[src/rtl/serial_frame_receiver.sv]
// Serial frame receiver: start bit, DATA_WIDTH data bits LSB first, optional even parity, stop bit.
// Good words land in a one-entry valid/ready buffer; framing, parity and overrun errors pulse for one cycle.
module serial_frame_receiver #(
  parameter int DATA_WIDTH = 4,
  parameter int PARITY_EN  = 0
) (
  input  logic                  clk,
  input  logic                  rst,
  input  logic                  ip,
  output logic [DATA_WIDTH-1:0] data_out,
  output logic                  data_valid,
  input  logic                  data_ready,
  output logic                  frame_err,
  output logic                  parity_err,
  output logic                  overrun
);

  // state  | meaning
  // IDLE   | line idle, waiting for a 0 start bit
  // DATA   | shifting data bits in, LSB first
  // PARITY | sampling the even-parity bit
  // STOP   | sampling the stop bit, frame verdict
  // BREAK  | line held low after a bad stop bit, wait for 1
  typedef enum logic [2:0] {
    IDLE   = 3'd0,
    DATA   = 3'd1,
    PARITY = 3'd2,
    STOP   = 3'd3,
    BREAK  = 3'd4
  } state_t;

  localparam int CW = (DATA_WIDTH < 2) ? 1 : $clog2(DATA_WIDTH);
  localparam logic [CW-1:0] LAST_BIT = CW'(DATA_WIDTH - 1);

  state_t                r_state;
  logic [DATA_WIDTH-1:0] r_shift;
  logic [CW-1:0]         r_cnt;
  logic                  r_par_bad;
  logic [DATA_WIDTH-1:0] r_data_out;
  logic                  r_data_valid;
  logic                  r_frame_err;
  logic                  r_parity_err;
  logic                  r_overrun;

  state_t                w_state_nxt;
  logic [DATA_WIDTH-1:0] w_shift_nxt;
  logic [CW-1:0]         w_cnt_nxt;
  logic                  w_par_bad_nxt;
  logic [DATA_WIDTH-1:0] w_data_nxt;
  logic                  w_valid_nxt;
  logic                  w_ferr_nxt;
  logic                  w_perr_nxt;
  logic                  w_ovr_nxt;
  logic                  w_good;

  always_ff @(posedge clk or posedge rst) begin
    if (rst) begin
      r_state      <= IDLE;
      r_shift      <= '0;
      r_cnt        <= '0;
      r_par_bad    <= 1'b0;
      r_data_out   <= '0;
      r_data_valid <= 1'b0;
      r_frame_err  <= 1'b0;
      r_parity_err <= 1'b0;
      r_overrun    <= 1'b0;
    end else begin
      r_state      <= w_state_nxt;
      r_shift      <= w_shift_nxt;
      r_cnt        <= w_cnt_nxt;
      r_par_bad    <= w_par_bad_nxt;
      r_data_out   <= w_data_nxt;
      r_data_valid <= w_valid_nxt;
      r_frame_err  <= w_ferr_nxt;
      r_parity_err <= w_perr_nxt;
      r_overrun    <= w_ovr_nxt;
    end
  end

  always_comb begin
    w_state_nxt   = r_state;
    w_shift_nxt   = r_shift;
    w_cnt_nxt     = r_cnt;
    w_par_bad_nxt = r_par_bad;
    w_data_nxt    = r_data_out;
    w_valid_nxt   = r_data_valid;
    w_ferr_nxt    = 1'b0;
    w_perr_nxt    = 1'b0;
    w_ovr_nxt     = 1'b0;
    w_good        = 1'b0;

    unique case (r_state)
      IDLE: begin
        if (!ip) begin
          w_state_nxt   = DATA;
          w_cnt_nxt     = '0;
          w_shift_nxt   = '0;
          w_par_bad_nxt = 1'b0;
        end
      end
      DATA: begin
        for (int i = 0; i < DATA_WIDTH; i++) begin
          if (r_cnt == CW'(i)) w_shift_nxt[i] = ip;
        end
        w_cnt_nxt = r_cnt + CW'(1);
        if (r_cnt == LAST_BIT) begin
          w_cnt_nxt   = '0;
          w_state_nxt = (PARITY_EN != 0) ? PARITY : STOP;
        end
      end
      PARITY: begin
        // every data bit is already in the shift register here
        w_par_bad_nxt = ip ^ (^r_shift);
        w_state_nxt   = STOP;
      end
      STOP: begin
        if (!ip) begin
          w_ferr_nxt  = 1'b1;
          w_state_nxt = BREAK;
        end else begin
          w_state_nxt = IDLE;
          if (r_par_bad) w_perr_nxt = 1'b1;
          else           w_good     = 1'b1;
        end
      end
      BREAK: begin
        if (ip) w_state_nxt = IDLE;
      end
      default: w_state_nxt = IDLE;
    endcase

    // a consume on the same edge frees the buffer for the incoming word
    if (w_good) begin
      if (!r_data_valid || data_ready) begin
        w_data_nxt  = r_shift;
        w_valid_nxt = 1'b1;
      end else begin
        w_ovr_nxt = 1'b1;
      end
    end else if (r_data_valid && data_ready) begin
      w_valid_nxt = 1'b0;
    end
  end

  assign data_out   = r_data_out;
  assign data_valid = r_data_valid;
  assign frame_err  = r_frame_err;
  assign parity_err = r_parity_err;
  assign overrun    = r_overrun;

endmodule

[config.mk]
export PLATFORM = sky130hd
export DESIGN_NAME = serial_frame_receiver
export DESIGN_NICKNAME = d
export VERILOG_FILES = /design/src/rtl/serial_frame_receiver.sv
export SDC_FILE = /design/constraint.sdc
export NUM_CORES = 1
export LEC_CHECK = 0
export CORE_MARGIN = 5
export CORE_UTILIZATION = 40
export CTS_CLUSTER_SIZE = 25
export DETAILED_ROUTE_END_ITERATION = 10
export PLACE_DENSITY = 0.67
export SYNTH_ARGS = -nofsm -noshare
export SYNTH_HDL_FRONTEND = slang
export SYNTH_SLANG_ARGS = --single-unit
[constraint.sdc]
create_clock -name clk -period 1.5 [get_ports clk]
set_input_delay 0.225 -clock clk [delete_from_list [all_inputs] [get_ports clk]]
set_output_delay 0.225 -clock clk [all_outputs]
set_load 0.005 [all_outputs]
**Word level (Yosys, flattened, before mapping)**

Cells that the tools add are included.

- Add/sub/neg operators: 1
- Multipliers: 0
- Divide/modulo/power cells: 0
- Order comparisons: 0
- Eq/ne operators: 14
- Shift operators: 0
- Muxes and demuxes: 29
- Bitwise gates (word level): 1
- Reduce and logical (&&, ||, !) cells: 18

Operators by type and width:

| cell | count |
|---|---|
| two-way mux 1 bit | 18 |
| case mux 3 bit (5 select lines) | 1 |
| AND reduction 3 bit | 5 |
| two-way mux 3 bit | 4 |
| != test 2 bit (second input constant) | 6 |
| case mux 4 bit (2 select lines) | 1 |
| AND reduction 2 bit | 4 |
| equality test 3 x 2 -> 1 bit (second input constant) | 2 |
| nonzero test 2 bit | 3 |
| equality test 2 bit (second input constant) | 2 |
| two-way mux 2 bit | 2 |
| two-way mux 4 bit | 1 |
| case mux 2 bit (2 select lines) | 1 |
| XOR reduction 4 bit | 1 |
| equality test 3 x 1 -> 1 bit (second input constant) | 1 |
| equality test 3 bit (second input constant) | 1 |
| zero test 3 bit | 1 |
| adder 2 x 1 -> 2 bit (second input constant) | 1 |
| equality test 2 x 1 -> 1 bit (second input constant) | 1 |
| zero test 2 bit | 1 |
| != test 2 x 1 -> 1 bit (second input constant) | 1 |
| case mux 1 bit (2 select lines) | 1 |
| logical AND 1 bit | 1 |
| zero test 1 bit | 1 |
| 2 further kinds | 2 |

- Register bits: 18
- Latch bits: 0
- Bits in writable memories: 0
- Bits in read-only memories: 0
- Bits of input ports: 4
- Output and inout port bits: 8
- Word-level logic and storage cells: 75
- Memories kept: 0

**Longest topological paths before layout**

- Word-level depth: 5
- Depth in mapped cells: 4
- Mapped depth without buffers: 4

**Least setup slack after synthesis**

Ideal clock, no wire load.

- Kind: reg2reg
- From: register r_state[2]
- To: register r_data_out[0] (netlist: data_out[0])
- Library setup time: 0.125 ns
- Data arrival time: 1.274 ns
- Required time: 1.375 ns
- Slack: 0.101 ns
- Stages on the path, launching flop included: 5
- Buffers on the path: 1
- Period minus slack after synthesis: 1.399 ns
- Cells stage by stage: dfrtp_1 -> buf_4 -> nand4b_4 -> nor3b_4 -> mux2_2

- Word-level cells in the longest chain between the ends: 3

Ends and longest elaborated chain:

| element | line | text |
|---|---|---|
| from (decl) | 35 | `state_t r_state;` |
| from (signal assigned) | 68 | `r_state <= w_state_nxt;` |
| equality test 3 x 2 -> 1 bit | 92 | `unique case (r_state)` |
| two-way mux 1 bit | 92 |  |
| AND reduction 2 bit (no source line) | -- |  |
| to (signal assigned) | 72 | `r_data_out <= w_data_nxt;` |
| to (decl) | 39 | `logic [DATA_WIDTH-1:0] r_data_out;` |

Every way passes these cells.
A chain may end at the register's enable or synchronous reset.

**Worst setup path after layout**

- From: input ip
- To: register r_shift[2]

- Word-level cells in the longest chain between the ends: 2
- Elaborated cells on any way between the ends: 4
- Classes of those cells: 1 x eq/ne; 2 x mux; 1 x reduce/logical

Ends and longest elaborated chain:

| element | line | text |
|---|---|---|
| from (decl) | 9 | `input logic ip,` |
| two-way mux 1 bit / != test 2 bit (equally long branches) | -- |  |
| case mux 4 bit (2 select lines) / AND reduction 3 bit (equally long branches) | -- |  |
| to (signal assigned) | 69 | `r_shift <= w_shift_nxt;` |
| to (decl) | 36 | `logic [DATA_WIDTH-1:0] r_shift;` |

Several ways; a longest one is shown, not always the timed one. The select of a mux whose other input is x is not followed.

==> out/metrics.cfg <==
[critical_path]
cp_cell_sequence = clkdlybuf4s50_1, buf_4, nor3b_1, buf_4, mux2_2, a22o_1
crit_fanout = 4
crit_type = in2reg
cp_data_required_time_ns = 1.68
slowest_delay_ns = 0.47
start_kind = primary input
cp_common_cell = buf_4
startpoint = ip
worst_setup_path_end_kind = register
r2r-end = data_out[0]
reg2reg_slack_ns = 0.14
crit_path_top_delay_cell = clkdlybuf4s50_1
cp.arrival_ns = 1.58
r2r_cells = 3
r2r_start = r_state[1]

[floorplanning]
die_x_um = 57.26
chipHeight_um = 57.26
core.rowCount = 17
pin_count = 12
dieArea_mm2 = 0.003279
core_area_mm2 = 0.002170
initial_core_util_pct = 41.18

[logic_synthesis]
synth_edf_count = 0
syn_area_per_cell_um2 = 12.24
synth_area_leaders = dfrtp_1 (50%), mux2_2 (10%), ha_1 (5.6%)
async_flop_share_pct = 100.0
synth_commonest_cells = dfrtp_1 (18), mux2_2 (8), inv_1 (6), nor2_1 (6)
synth_top_cell_by_area = dfrtp_1
ys_seq_area_share_pct = 50.42
syn_inst = 73
synth_ff_type = dfrtp_1
yosys_warnings = 0
synth_area_um2 = 893.4
synth.most_common_cell = dfrtp_1
synth_nets = 81
synth_top_area_share_pct = 50.42
ys_types = 27
ys_seq_elements = 18

[clock_network]
cts-root-buf = clkbuf_4
insertion_delay_ns = 0.29
hold_buffers = 0
clock_sinks = 18
post_cts_buffers = 0
clock_tree.buffer_depth = 2
clkTransAtPathRegs_ns = 0.10
cts_buffers = 3
cts_htree_levels = 1
cts_tree = yes
cts-resized-gates = 0

[global_route]
grt_pass1_vias = 633
track_usage_pct = 11.45
grt_pass1_wl_um = 2870
antenna_found_initial = 0
overflow = 0
grt_max_degree = 19

[job]
max-cap-violations = 0

[drt]
drtAntennaViolNets = 0
via_count = 584
drc = 0
wl_um = 1545
via_per_inst = 4.908
routedWlPerCell_um = 12.98
drt_first_pass_iters = 4
drtIter0Drc = 5

[sta]
fmax_ghz = 0.7138
finalHoldViolCount = 0
min_period_over_period_pct = 93.39
final-max-slew-violation-count = 0
worst_pin_slew_ns = 0.2711
setup_viol = 0
fin_worst_skew_ns = 0.003733
layout_min_cycle_time_ns = 1.401
maxSlewHeadroom_pct = 81.69
rsz0062_at_grt = false

[layout]
fin_area_mm2 = 0.001100
fin_util_pct = 50.69
area_delta_synth_final_pct = 23.11
nets = 101
regArea_um2 = 450.4
multi_input_area_um2 = 399.1
n_antenna_cell = 0
filler_cell_count = 202
drive_gt1_share_pct = 23.08

[hold_path]
holdCritPathClass = in2async

[placement]
hpwlAfterDp_um = 1162
place_area_mm2 = 0.001077
place.gp.congestion = 0.7895
numPortBuffers = 11

[outcome]
status = finished, final reports clean

[power_and_ir_drop]
power.density_mw_per_mm2 = 1913
ir_worst_vdd_uv = 916.2
p_leak_nw = 0.4942

-- layer usage --
metal | up-vias | track usage [%] | share of wire, %
met5 | - | 0 | 0
met3 | 2 | 3.167 | 4.6
met2 | 15 | 17.46 | 46
met4 | 0 | 6.954 | 1.7
li1 | 291 | - | -
met1 | 276 | 14.35 | 47
-- sequential cells by signal (all words and copies together) (netlist names) --
name,count
r_state,3
frame_err,1
overrun,1
data_valid,1
r_par_bad,1
parity_err,1
data_out,4
r_cnt,2
r_shift,4
-- metrics by stage --
stage                     hold slack, ns  setup WS, ns  cells  setup TNS (ns)  power (mW)
after global placement            0.4674       -0.1635    116          -1.366       1.846
after CTS                         0.2478        0.1022    119               0       2.130
after floorplan                   0.1636        0.1011     73               0       1.538
final                             0.2462       0.09908    119               0       2.103
after detailed placement          0.4858       -0.2134    116          -1.651       1.882
after global routing              0.2738       0.04135    119               0       2.298
-- final cells by class --
cell class / instances / share of cell area (%)
clock buffers: 3 / 2.048
inverters: 6 / 2.048
multi-input cells: 45 / 36.29
flip-flops and latches: 18 / 40.96
well taps: 28 / 3.185
repair buffers: 19 / 15.47
-- critical path, delay by kind of cell --
family	cells	cell delay (ns)
compound gates	1	0.19
buf+inv	3	0.78
mux	1	0.26
simple gates	1	0.13
-- placed cells by master (no fill, tap or decap), drive strengths merged, types with 2 or more instances in the layout --
cell and n:
inv 6, nor3b 2, o21ai 2, a32o 2, clkbuf 3, ha 4
clkdlybuf4s50 11, a22o 4, nand2 3, nor2 6, a21oi 2, mux2 9
xnor2 2, buf 8, dfrtp 18
-- worst max-delay path by stage --
stage	endpoint	slack, ns	depth (start not counted)
floorplan	data_out[0]	0.10	4
global placement	data_out[0]	-0.16	4
finish	r_shift[2]	0.1	6
CTS	r_shift[2]	0.10	6
detailed placement	r_shift[2]	-0.21	6
global route	data_out[1]	0.04	3
-- logic make-up (layout without fill, tap and decap cells) --
family                   Yosys count  in the layout  share of synthesized area, %
AND/OR/NAND/NOR                   16             16                         12.19
multiplexers                       9              9                         11.34
XOR/XNOR                           3              3                         4.482
AO/OA/AOI/OAI                     13             13                         11.07
adder cells (fa/ha/maj)            4              4                         5.602
flip-flops                        18             18                         50.42
buffers and inverters             10             28                         4.901
-- report_power, final --
group / leakage (nW) / switching (mW) / internal, mW
clock network: 0.0138 / 0.144 / 0.0932
registers: 0.219 / 0.173 / 0.677
logic: 0.261 / 0.393 / 0.623
total: 0.494 / 0.711 / 1.39
Note: power is estimated with default switching activity, not from simulation.
==> RTL edit 1, RTL diff (config.mk and constraints unchanged) <==
Take the reset off `r_data_out` and load it in a clocked block of its own.
--- a/src/rtl/serial_frame_receiver.sv
+++ b/src/rtl/serial_frame_receiver.sv
@@ -60,5 +60,4 @@
       r_cnt        <= '0;
       r_par_bad    <= 1'b0;
-      r_data_out   <= '0;
       r_data_valid <= 1'b0;
       r_frame_err  <= 1'b0;
@@ -70,5 +69,4 @@
       r_cnt        <= w_cnt_nxt;
       r_par_bad    <= w_par_bad_nxt;
-      r_data_out   <= w_data_nxt;
       r_data_valid <= w_valid_nxt;
       r_frame_err  <= w_ferr_nxt;
@@ -76,4 +74,8 @@
       r_overrun    <= w_ovr_nxt;
     end
+  end
+
+  always_ff @(posedge clk) begin
+    r_data_out <= w_data_nxt;
   end
 
Check against the original RTL: differs if rst is asserted again (counterexample within 10 cycles, from zero or initial values and one cycle with rst high); with rst held inactive, the same outputs for 10 cycles.
==> RTL edit 1 against the unedited design <==
Sequential cell count stayed put; die area is 4.4% lower; combinational power decreased by 12%; final cell count fell by 5.9%; area after synthesis decreased by 5.3%; final area shrank 4.4%; worst setup slack got worse by 29 ps; count of clock-buffer cells in the layout stayed put; total power decreased by 8.3%; wire length down 14%; critical endpoint is now data_out[1]$_DFFE_PP_; largest power group unchanged.
==> RTL edit 1: results (changes against the unedited design) <==
largest stage delay on the critical path=400 ps (-70 ps); path depth of the worst reg2reg path=3 (unchanged); vias after detailed routing=540 (-7.5%); number of global-route vias before repair=570 (-10%); number of filler instances in the final layout=170 (-16%); ys async rst share=0.778 (-0.222); placed wire-length estimate after detailed placement=998 µm (-14%); post-synth net total=74 (-8.6%); maximum vdd ir drop=1.01 mV (+10%); worst slew pin tran=524 ps (+253 ps); final net count=94 (-6.9%); capture instance of the worst register-to-register path=data_out[1]$_DFFE_PP_; Netlist cell types=24 (-11%); insertion delay to the later sink of the worst-skew pair=280 ps; worst setup timing slack at the placement stage=-183 ps (+30.5 ps); setup skew after layout=0.527 ps (-3.21 ps); outcome=complete, no violations; Detailed Routing Iterations Pass 1=2 (-2); synth top area cells=sky130_fd_sc_hd__dfrtp_1, sky130_fd_sc_hd__edfxtp_1, sky130_fd_sc_hd__mux2_2; post-route minimum period=1430 ps (+28.7 ps); initial detailed-routing violation count=3 (-2); maximum clock insertion buffer count=2 (unchanged); Post-synth top cells=sky130_fd_sc_hd__dfrtp_1, sky130_fd_sc_hd__nor2_1, sky130_fd_sc_hd__inv_1, sky130_fd_sc_hd__mux2_2; slowest CP cell=sky130_fd_sc_hd__dfrtp_1; P_leak=0.466 nW (-5.8%); number of synthesized flops with an enable pin=4 (+4); gp weighted congestion=0.695 (-12%); combined global-route utilization of all metal layers=0.0985 (-0.0160); wire length of the first global-routing pass=2430 µm (-15%); pin count of the biggest net entering global routing=15 (-4); register area share after synthesis=0.556 (+0.0520); category of the most critical setup path=reg -> reg
## RTL edit 1: cell types whose count changed in the layout (fill, tap and decap cells not counted), sizes merged, moves of 2 or more
cell	change
dfrtp	-4
edfxtp	+4
buf	-2
mux2	-4
## RTL edit 1: final cells by class
class	instances	share of cell area
tap	27	0.0321
multi-input combinational	41	0.330
sequential	18	0.448
clock inverter	1	0.00357
timing repair buffer	17	0.148
clock buffer	3	0.0214
inverter	5	0.0179
## RTL edit 1: stage by stage
step,utilization,cells,TNS [ps]
2_1_floorplan,-,66,0
3_5_place_dp,0.517,108,-898
6_report,0.530,112,0
4_1_cts,0.530,112,0
5_1_grt,0.530,112,0
3_3_place_gp,0.517,108,-784
## RTL edit 1: cell families (layout without fill, tap and decap cells)
kind of cell | Yosys count | in the layout | synth area share
buffers and inverters | 7 | 26 | 0.0370
AOI/OAI and AO/OA | 12 | 12 | 0.112
muxes | 5 | 5 | 0.0666
and+or+nand+nor | 17 | 17 | 0.121
DFF | 18 | 18 | 0.556
xor gates and xnor gates | 3 | 3 | 0.0473
adders and majority gates | 4 | 4 | 0.0592
## RTL edit 1: metal layers
| metal | vias to the layer above | part of all wire | global-route usage | routed length (µm) |
|---|---|---|---|---|
| met4 | 0 | 0.0090 | 0.0576 | 12 |
| met1 | 255 | 0.47 | 0.117 | 623 |
| li1 | 273 | - | - | - |
| met2 | 10 | 0.47 | 0.157 | 625 |
| met3 | 2 | 0.054 | 0.0278 | 72 |
| met5 | - | 0 | 0 | 0 |
## RTL edit 1: power by group
group | switching, mW | internal [mW]
Combinational | 0.371 | 0.524
Clock | 0.137 | 0.0965
Sequential | 0.128 | 0.672
## RTL edit 1: worst max-delay path: cells and delay by family, from the launching register on
family | cells | cell delay (ps)
simple gates | 3 | 730
flops | 1 | 400
## RTL edit 1: worst min path at each step
stage               slack (ps)                endpoint  cells after the start
finish                     270  data_valid$_DFFE_PP0P_                      2
global route               320       overrun$_DFF_PP0_                      2
CTS                        280       overrun$_DFF_PP0_                      2
detailed placement         510   data_out[3]$_DFFE_PP_                      0
global placement           510   r_par_bad$_DFFE_PP0P_                      1
floorplan                  110  data_valid$_DFFE_PP0P_                      1
==> RTL edit 2, RTL diff (same settings) <==
Without the edit above. `DATA_WIDTH`: 4 -> 8.
--- a/src/rtl/serial_frame_receiver.sv
+++ b/src/rtl/serial_frame_receiver.sv
@@ -2,5 +2,5 @@
 // Good words land in a one-entry valid/ready buffer; framing, parity and overrun errors pulse for one cycle.
 module serial_frame_receiver #(
-  parameter int DATA_WIDTH = 4,
+  parameter int DATA_WIDTH = 8,
   parameter int PARITY_EN  = 0
 ) (
Interface: changed (resized data_out); port bits go from 12 to 16. The function was not compared with the original's and may differ.
==> RTL edit 2 against the unedited design <==
Clock power rose by 31%; sequential cell count rose by 9; total power rose by 54%; largest cell class unchanged; critical endpoint is now data_out[3]$_DFFE_PP0P_; first-iteration DRC count increased to 14 times the old value; wire length grew 74%; the run now ends with negative setup slack left; worst setup slack worse by 170 ps; area after synthesis increased by 54%; final area is 60% higher.
==> RTL edit 2: results (changes against the unedited design) <==
register area share after synthesis=0.490 (-0.0146); number of multi-input combinational cells=81 (+80%); wire length of the first global-routing pass=4460 µm (+55%); Post-synth top cells=sky130_fd_sc_hd__dfrtp_1, sky130_fd_sc_hd__nand2_1, sky130_fd_sc_hd__o21ai_0; multi-input logic portion of the cell area=0.368 (+0.00543); FFs & Latches=27 (+9); FF-to-FF Start=r_state[2]$_DFFE_PP0P_; Netlist cell types=32 (+19%); maximum vdd ir drop=0.496 mV (-46%); met1 layer usage reported by global route=0.133 (-0.0103); average routed wire per standard cell=13.3 µm (+2.5%); Setup TNS=-555 ps (-555 ps); Layout clock area frac=0.0149 (-0.00557); tightest hold margin=247 ps (+0.412 ps); WL met2=1450 µm (+100%); failing checks=negative setup slack; area of the mapped netlist=0.00138 mm² (+54%); number of global-route vias before repair=1005 (+59%); outcome=finished, violations left; initial detailed-routing violation count=71 (+66); Crit path arrival time=1790 ps (+210 ps); non-clock buffer count in the final layout=37 (+18); final cell count without fillers=202 (+70%); slack of the critical path=-67.4 ps (-166 ps); setup violation total in the final timing report=9 (+9); number of instances in the placed design=190 (+64%); combined global-route utilization of all metal layers=0.127 (+0.0128); area of all sequential standard cells=676 µm² (+50%); maximum fanout along the worst path=8 (+4); P_leak=0.867 nW (+75%); buffering overhead=0.186 (+0.0312); vias after detailed routing=971 (+66%); length of routed wiring on met1=1070 µm (+47%); insertion delay to the later sink of the worst-skew pair=330 ps (+40 ps)
-- RTL edit 2: cell count changes in the layout (fill, tap and decap cells not counted), moves of 7 or more --
cell,change
sky130_fd_sc_hd__mux2_4,+8
sky130_fd_sc_hd__dfrtp_1,+9
sky130_fd_sc_hd__buf_4,+13
sky130_fd_sc_hd__nand2_1,+13
sky130_fd_sc_hd__mux2_2,-7
-- RTL edit 2: cell families after synthesis --
| logic type | share of synthesized area |
|---|---|
| muxes | 0.117 |
| buffers and inverters | 0.0598 |
| adders and majority gates | 0.0544 |
| and+or+nand+nor | 0.134 |
| xor gates and xnor gates | 0.0544 |
| AOI/OAI and AO/OA | 0.0907 |
| DFF | 0.490 |
-- RTL edit 2: where the power goes --
part           switching, mW  internal [mW]  total, mW
Sequential             0.191          0.965       1.16
Clock                  0.206          0.104      0.310
Combinational          0.764           1.02       1.78
